===== src/rtl/mod_exp_ctrl.sv =====
// Left-to-right square-and-multiply sequencer computing X^E mod M in the Montgomery
// domain by driving one external mon_prod instance, then converting the result back out.
module mod_exp_ctrl #(
   parameter int bitLen     = 64,
   parameter int countWidth = 5,
   parameter int expLen     = 64,
   parameter int TIMEOUT    = 4096
) (
   input  logic                  clk,
   input  logic                  rst_n,
   input  logic                  start,
   input  logic [bitLen-1:0]     M,
   input  logic [expLen-1:0]     E,
   input  logic [bitLen-1:0]     X_bar,
   input  logic [bitLen-1:0]     R_mod,
   input  logic [countWidth-1:0] num_words,
   output logic                  busy,
   output logic                  done,
   output logic                  err,
   output logic [bitLen-1:0]     result,
   output logic                  mp_start,
   output logic [bitLen-1:0]     mp_A,
   output logic [bitLen-1:0]     mp_B,
   output logic [bitLen-1:0]     mp_M,
   output logic [countWidth-1:0] mp_num_words,
   input  logic                  mp_stop,
   input  logic [bitLen:0]       mp_P
);

   localparam int IDX_W = (expLen > 1) ? $clog2(expLen) : 1;
   localparam int CNT_W = $clog2(TIMEOUT + 1);

   typedef enum logic [2:0] {
      S_IDLE    = 3'd0,
      S_SCAN    = 3'd1,
      S_ISSUE   = 3'd2,
      S_WAIT    = 3'd3,
      S_CAPTURE = 3'd4,
      S_GAP     = 3'd5,
      S_DONE    = 3'd6
   } state_t;

   typedef enum logic [1:0] {
      OP_SQ   = 2'd0,
      OP_MUL  = 2'd1,
      OP_CONV = 2'd2
   } op_t;

   state_t             state_r, state_next_s;
   op_t                op_r, op_next_s;
   logic [IDX_W-1:0]   idx_r, idx_next_s;
   logic [CNT_W-1:0]   cnt_r;
   logic [bitLen-1:0]  m_r, xbar_r, acc_r;
   logic [expLen-1:0]  e_r;
   logic [countWidth-1:0] nw_r;
   logic [bitLen-1:0]  reduced_s, operand_b_s;
   logic               timeout_s, bit_s;

   // Final Montgomery correction: mon_prod output is < 2M, so one subtraction suffices.
   function automatic logic [bitLen-1:0] cond_sub(input logic [bitLen:0] p, input logic [bitLen-1:0] m);
      logic [bitLen:0] diff;
      diff = p - {1'b0, m};
      if (p >= {1'b0, m}) begin
         cond_sub = diff[bitLen-1:0];
      end else begin
         cond_sub = p[bitLen-1:0];
      end
   endfunction

   // Datapath helpers shared by the next-state and output processes.
   always_comb begin
      reduced_s = cond_sub(mp_P, m_r);
      timeout_s = (cnt_r == CNT_W'(TIMEOUT - 1));
      bit_s     = e_r[idx_r];
      case (op_r)
         OP_SQ:   operand_b_s = acc_r;
         OP_MUL:  operand_b_s = xbar_r;
         OP_CONV: operand_b_s = {{(bitLen-1){1'b0}}, 1'b1};
         default: operand_b_s = {{(bitLen-1){1'b0}}, 1'b1};
      endcase
   end

   // State register.
   always_ff @(posedge clk or negedge rst_n) begin
      if (!rst_n) begin
         state_r <= S_IDLE;
      end else begin
         state_r <= state_next_s;
      end
   end

   // Next-state logic, including which product comes next and the exponent bit index.
   always_comb begin
      state_next_s = state_r;
      op_next_s    = op_r;
      idx_next_s   = idx_r;
      case (state_r)
         S_IDLE: begin
            if (start) begin
               state_next_s = S_SCAN;
               idx_next_s   = IDX_W'(expLen - 1);
            end else begin
               state_next_s = S_IDLE;
            end
         end
         S_SCAN: begin
            if (e_r == {expLen{1'b0}}) begin
               op_next_s    = OP_CONV;
               state_next_s = S_ISSUE;
            end else if (bit_s) begin
               op_next_s    = OP_SQ;
               state_next_s = S_ISSUE;
            end else begin
               idx_next_s   = idx_r - IDX_W'(1);
            end
         end
         S_ISSUE: begin
            if (!mp_stop) begin
               state_next_s = S_WAIT;
            end else begin
               state_next_s = S_ISSUE;
            end
         end
         S_WAIT: begin
            // A completion in the terminal-count cycle still counts as success.
            if (mp_stop) begin
               state_next_s = S_CAPTURE;
            end else if (timeout_s) begin
               state_next_s = S_DONE;
            end else begin
               state_next_s = S_WAIT;
            end
         end
         S_CAPTURE: begin
            if (op_r == OP_CONV) begin
               state_next_s = S_DONE;
            end else begin
               state_next_s = S_GAP;
            end
         end
         S_GAP: begin
            state_next_s = S_ISSUE;
            if ((op_r == OP_SQ) && bit_s) begin
               op_next_s = OP_MUL;
            end else if (idx_r == {IDX_W{1'b0}}) begin
               op_next_s = OP_CONV;
            end else begin
               op_next_s  = OP_SQ;
               idx_next_s = idx_r - IDX_W'(1);
            end
         end
         S_DONE:  state_next_s = S_IDLE;
         default: state_next_s = S_IDLE;
      endcase
   end

   // Registered outputs and datapath, all derived from the upcoming state.
   always_ff @(posedge clk or negedge rst_n) begin
      if (!rst_n) begin
         op_r         <= OP_SQ;
         idx_r        <= {IDX_W{1'b0}};
         cnt_r        <= {CNT_W{1'b0}};
         m_r          <= {bitLen{1'b0}};
         e_r          <= {expLen{1'b0}};
         xbar_r       <= {bitLen{1'b0}};
         nw_r         <= {countWidth{1'b0}};
         acc_r        <= {bitLen{1'b0}};
         busy         <= 1'b0;
         done         <= 1'b0;
         err          <= 1'b0;
         result       <= {bitLen{1'b0}};
         mp_start     <= 1'b0;
         mp_A         <= {bitLen{1'b0}};
         mp_B         <= {bitLen{1'b0}};
         mp_M         <= {bitLen{1'b0}};
         mp_num_words <= {countWidth{1'b0}};
      end else begin
         op_r     <= op_next_s;
         idx_r    <= idx_next_s;
         busy     <= (state_next_s != S_IDLE) && (state_next_s != S_DONE);
         done     <= (state_next_s == S_DONE);
         mp_start <= (state_next_s == S_WAIT);
         if ((state_r == S_IDLE) && start) begin
            m_r    <= M;
            e_r    <= E;
            xbar_r <= X_bar;
            nw_r   <= num_words;
            acc_r  <= R_mod;
            err    <= 1'b0;
         end
         if ((state_r == S_ISSUE) && !mp_stop) begin
            mp_A         <= acc_r;
            mp_B         <= operand_b_s;
            mp_M         <= m_r;
            mp_num_words <= nw_r;
            cnt_r        <= {CNT_W{1'b0}};
         end else if (state_r == S_WAIT) begin
            cnt_r <= cnt_r + CNT_W'(1);
         end
         // Product is taken as soon as mp_stop is seen, while mp_P is known valid.
         if ((state_r == S_WAIT) && mp_stop) begin
            acc_r <= reduced_s;
            if (op_r == OP_CONV) begin
               result <= reduced_s;
            end
         end else if ((state_r == S_WAIT) && timeout_s) begin
            err <= 1'b1;
         end
      end
   end

endmodule


===== config.mk =====
export PLATFORM = sky130hd
export DESIGN_NAME = mod_exp_ctrl
export DESIGN_NICKNAME = d
export VERILOG_FILES = /design/src/rtl/mod_exp_ctrl.sv
export SDC_FILE = /design/constraint.sdc
export NUM_CORES = 1
export LEC_CHECK = 0
export BUFFER_PORTS_ARGS = -buffer_cell sky130_fd_sc_hd__clkbuf_2
export CAP_MARGIN = 0
export CORE_AREA = 3 3 231 233
export DETAILED_ROUTE_END_ITERATION = 12
export DIE_AREA = 0 0 234 236
export PLACE_DENSITY = 0.77
export REMOVE_ABC_BUFFERS = 1
export SYNTH_ARGS = -nofsm -noshare
export SYNTH_HDL_FRONTEND = slang
export SYNTH_SLANG_ARGS = --single-unit

===== constraint.sdc =====
create_clock -name clk -period 6.6 [get_ports clk]
set_clock_uncertainty 0.2 [all_clocks]
set_input_delay 0.66 -clock clk [delete_from_list [all_inputs] [get_ports clk]]
set_output_delay 0.66 -clock clk [all_outputs]
set_load 0.02 [all_outputs]

==> key figures <==
Synthesis
  – Cell with the most instances after synthesis: nand2_1
  – Leading register cell type out of synthesis: dfrtp_1
  – Synth cell count leaders: 951 x nand2_1, 550 x dfrtp_1, 268 x o21ai_0, 163 x clkbuf_1, 112 x a21oi_1
  – Synth Cell Area: ~27000 µm²
  – Seq/Total Area, Yosys: between 50 and 60%
  – Post-synth top area share: between 50% and 60%
  – EDFF count, synth: 0
  – Ys async rst share: 100%
  – Compound-Gate Fraction of Synth Area: around 15%
  – Post-synth top area cell: dfrtp_1
  – Area contributors post-synth: dfrtp_1 51%, nand2_1 13%, o21ai_0 5.0%
  – Mux cell area share after synthesis: between 5 and 6%
  – Syn Inst Count: between 2000 and 3000
  – Post-synthesis adder-cell area fraction: under 10%
  – Flip-flop and latch count after synthesis: 550
  – Synth cell types: 78
  – Avg Inst Size Synth: about 9 µm²
  – Simple-gate share of the synthesized area: between 10% and 20%
  – Largest family of logic cells by synthesized area: simple AND/OR/NAND/NOR gates
  – Synth Area in XOR/XNOR: roughly 2.3%
  – Ys Warns: 0

GRT
  – Initial antenna violation count: 11
  – First-pass GRT wire length: between 100000 and 150000 µm
  – Vias in the first global route: 22990
  – Total track usage: a little under a third
  – GR Overflow Total: 0
  – Largest net degree at the start of global routing: ~220

Clocking
  – Sink Count: 550
  – Clock-pin transition on the worst setup and hold timing paths: 0.07 ns
  – Clk Latency, worst-skew pair: 0.62 ns
  – Root Driver: clkbuf_16
  – Num CTS Buffers: 57
  – CTS H-tree lvls: 2
  – Clock Path Buffers: 3
  – Post-cts sizing count: 0
  – CTS tree: done

Pwr
  – Pwr dens: about 520 nW/µm²
  – Total chip power: about 17000 µW
  – Worst vdd ir: approximately 0.00037 V
  – Leak Pwr: between 0.015 and 0.02 µW

Timing
  – Minimum clock period: approximately 4.5 ns
  – Worst slew margin: between 20% and 30%
  – Fmax achieved: around 0.22 GHz
  – WHS: ~0.033 ns
  – Setup TNS: 0 ns
  – Hold Violations, Final: 0
  – Setup violators final: 0
  – RSZ-0062 raised after global routing: no
  – Max Slew Vio Count: 0
  – Slew @ Worst Pin: between 1 and 1.5 ns
  – Fin crit share: 68.4%

Floorplan
  – Core Box Area: between 50000 and 60000 µm²
  – # IOs: 595
  – Die area: 55200 µm²
  – Die Span Y: about 240 µm
  – # rows: 83
  – Initial Util: 52.1%
  – Width of the die: about 230 µm

Place
  – Placed insts: roughly 4000
  – DP HPWL: about 62000 µm
  – Placed cell areas: between 30000 and 40000 µm²
  – Port buffer count: just under 600
  – Final GP Congestion: 0.916

Routing
  – Final WL: ~88000 µm
  – Via density: ~5.7
  – Initial DRC Count: approximately 2000
  – DR vias: ~24000
  – Wirelength per Cell: between 20 and 25 µm
  – Antenna-violating nets left: 0
  – Drt first pass iters: 5
  – DR DRC count: 0

Critical path
  – Critical path data arrival time: a little under 5 ns
  – Worst path max stage delay: 0.56 ns
  – CP Cell Sequence: inv_1, ha_1, a21o_1, a31oi_1, a211oi_1, o21ba_1, nor4b_2, nor4_2, o21ai_4, buf_4, buf_4, o21ai_1, a221o_1
  – CP startpoint kind: flip-flop
  – CP Class: reg2reg
  – Critical path's slowest cell: nor4b_2
  – Crit end category: flip-flop
  – Crit-path most repeated cell: buf_4
  – Data required, critical path: 6.90 ns
  – Worst-path maximum fanout: 51

Finish
  – Multi-input logic area: 12000 µm²
  – Final instance area: 32100 µm²
  – Flip-flop and latch area: roughly 14000 µm²
  – # fillers: approximately 4400
  – Layout cells sized above 1: 21.4%
  – Fin cells: 4176
  – Layout area overhead: 19.6%
  – Total Nets Final: approximately 3800

Run status
  – Status: completed

Min path
  – Hold WC Path Type: in2reg

Flow run
  – Max_cap viols: 0
[kinds of logic (layout without fill, tap and decap cells)]
family,after synthesis,in the layout
AND/OR/NAND/NOR,1238,1238
multiplexers,119,119
XOR/XNOR,69,69
flip-flops,550,550
adder cells (fa/ha/maj),67,67
AO/OA/AOI/OAI,649,649
buffers and inverters,276,795
other,0,9
[critical path, delay by kind of cell (launching register included)]
| family | cells | cell delay [ns] |
|---|---|---|
| AO/OA/AOI/OAI | 7 | 1.75 |
| buffers and inverters | 3 | 1.01 |
| AND/OR/NAND/NOR | 2 | 0.70 |
| flip-flops | 1 | 0.36 |
| adder cells (fa/ha/maj) | 1 | 0.29 |
[path summary, 6_finish.rpt]
kind | slack (ns) | from | to | cells after the start
min in group asynchronous | 0.50 | rst_n | mp_num_words[2] | 2
max in group asynchronous | 4.21 | rst_n | m_r[39] | 3
worst max register to register | 2.09 | m_r[4] | acc_r[48] | 13
worst min register to register | 0.27 | nw_r[1] | mp_num_words[1] | 2
worst min-delay path | 0.03 | E[63] | e_r[63] | 3
worst max-delay path | 2.09 | m_r[4] | acc_r[48] | 13
[timing repair]
item / in CTS / in global routing
hold buffers: 1 / 0
buffers inserted: 0 / 0
hold endpoints to repair: 96 / 0
[state kept, by name, indices dropped and copies added (netlist names)]
register and count:
mp_start 1, mp_num_words 5, mp_A 64, m_r 64
e_r 64, op_r 2, cnt_r 13, busy 1
acc_r 64, result 64, nw_r 5, state_r 3
xbar_r 64, idx_r 6, done 1, err 1
mp_M 64, mp_B 64
[per-stage QoR]
stage	utilization (%)	worst slack, ns
after floorplan	-	-4.17
after global placement	58.6	1.80
after detailed placement	58.6	1.64
after CTS	62.3	2.06
after global routing	62.4	1.77
final	62.4	2.09
[routing by layer]
metal / GRT usage, % / up-vias / part of all wire [%]
li1: - / 11057 / -
met1: 42.1 / 11499 / 41
met2: 49.7 / 991 / 47
met3: 6.01 / 177 / 7.8
met4: 11.4 / 4 / 3.7
met5: 0 / - / 0.024
[cell type report]
type / count / share of cell area [%]
repair buffers: 613 / 9.95
clock buffers: 75 / 5.00
flip-flops and latches: 550 / 43.0
diodes: 9 / 0.0702
multi-input cells: 2142 / 37.4
clock inverters: 25 / 0.991
well taps: 680 / 2.65
inverters: 82 / 0.960
[where the power goes]
part / switching (µW) / total [µW] / internal, µW
clock: 1380 / 3350 / 1970
combinational: 4900 / 7590 / 2690
sequential: 964 / 5710 / 4740
[cell usage in the layout (no fill, tap or decap), drive strengths merged, types with 5 or more instances in the layout]
cell type and count:
a22oi 56, a21oi 112, a21o 28, o21bai 12
nand4 31, o21ai 288, clkbuf 668, clkinv 14
a22o 6, xnor2 40, nor3 33, and4 5
bufinv 7, diode 9, nand2 951, buf 19
o211ai 8, nand2b 12, mux2i 96, dfrtp 550
ha 66, nor2 99, a211oi 10, o21a 12
inv 85, mux4 20, o31ai 71, a31oi 12
nand3 30, and3 15, or3 7, xor2 29
nor4 25, and2 9, nor2b 7
Power figures use the tool's default switching activity.
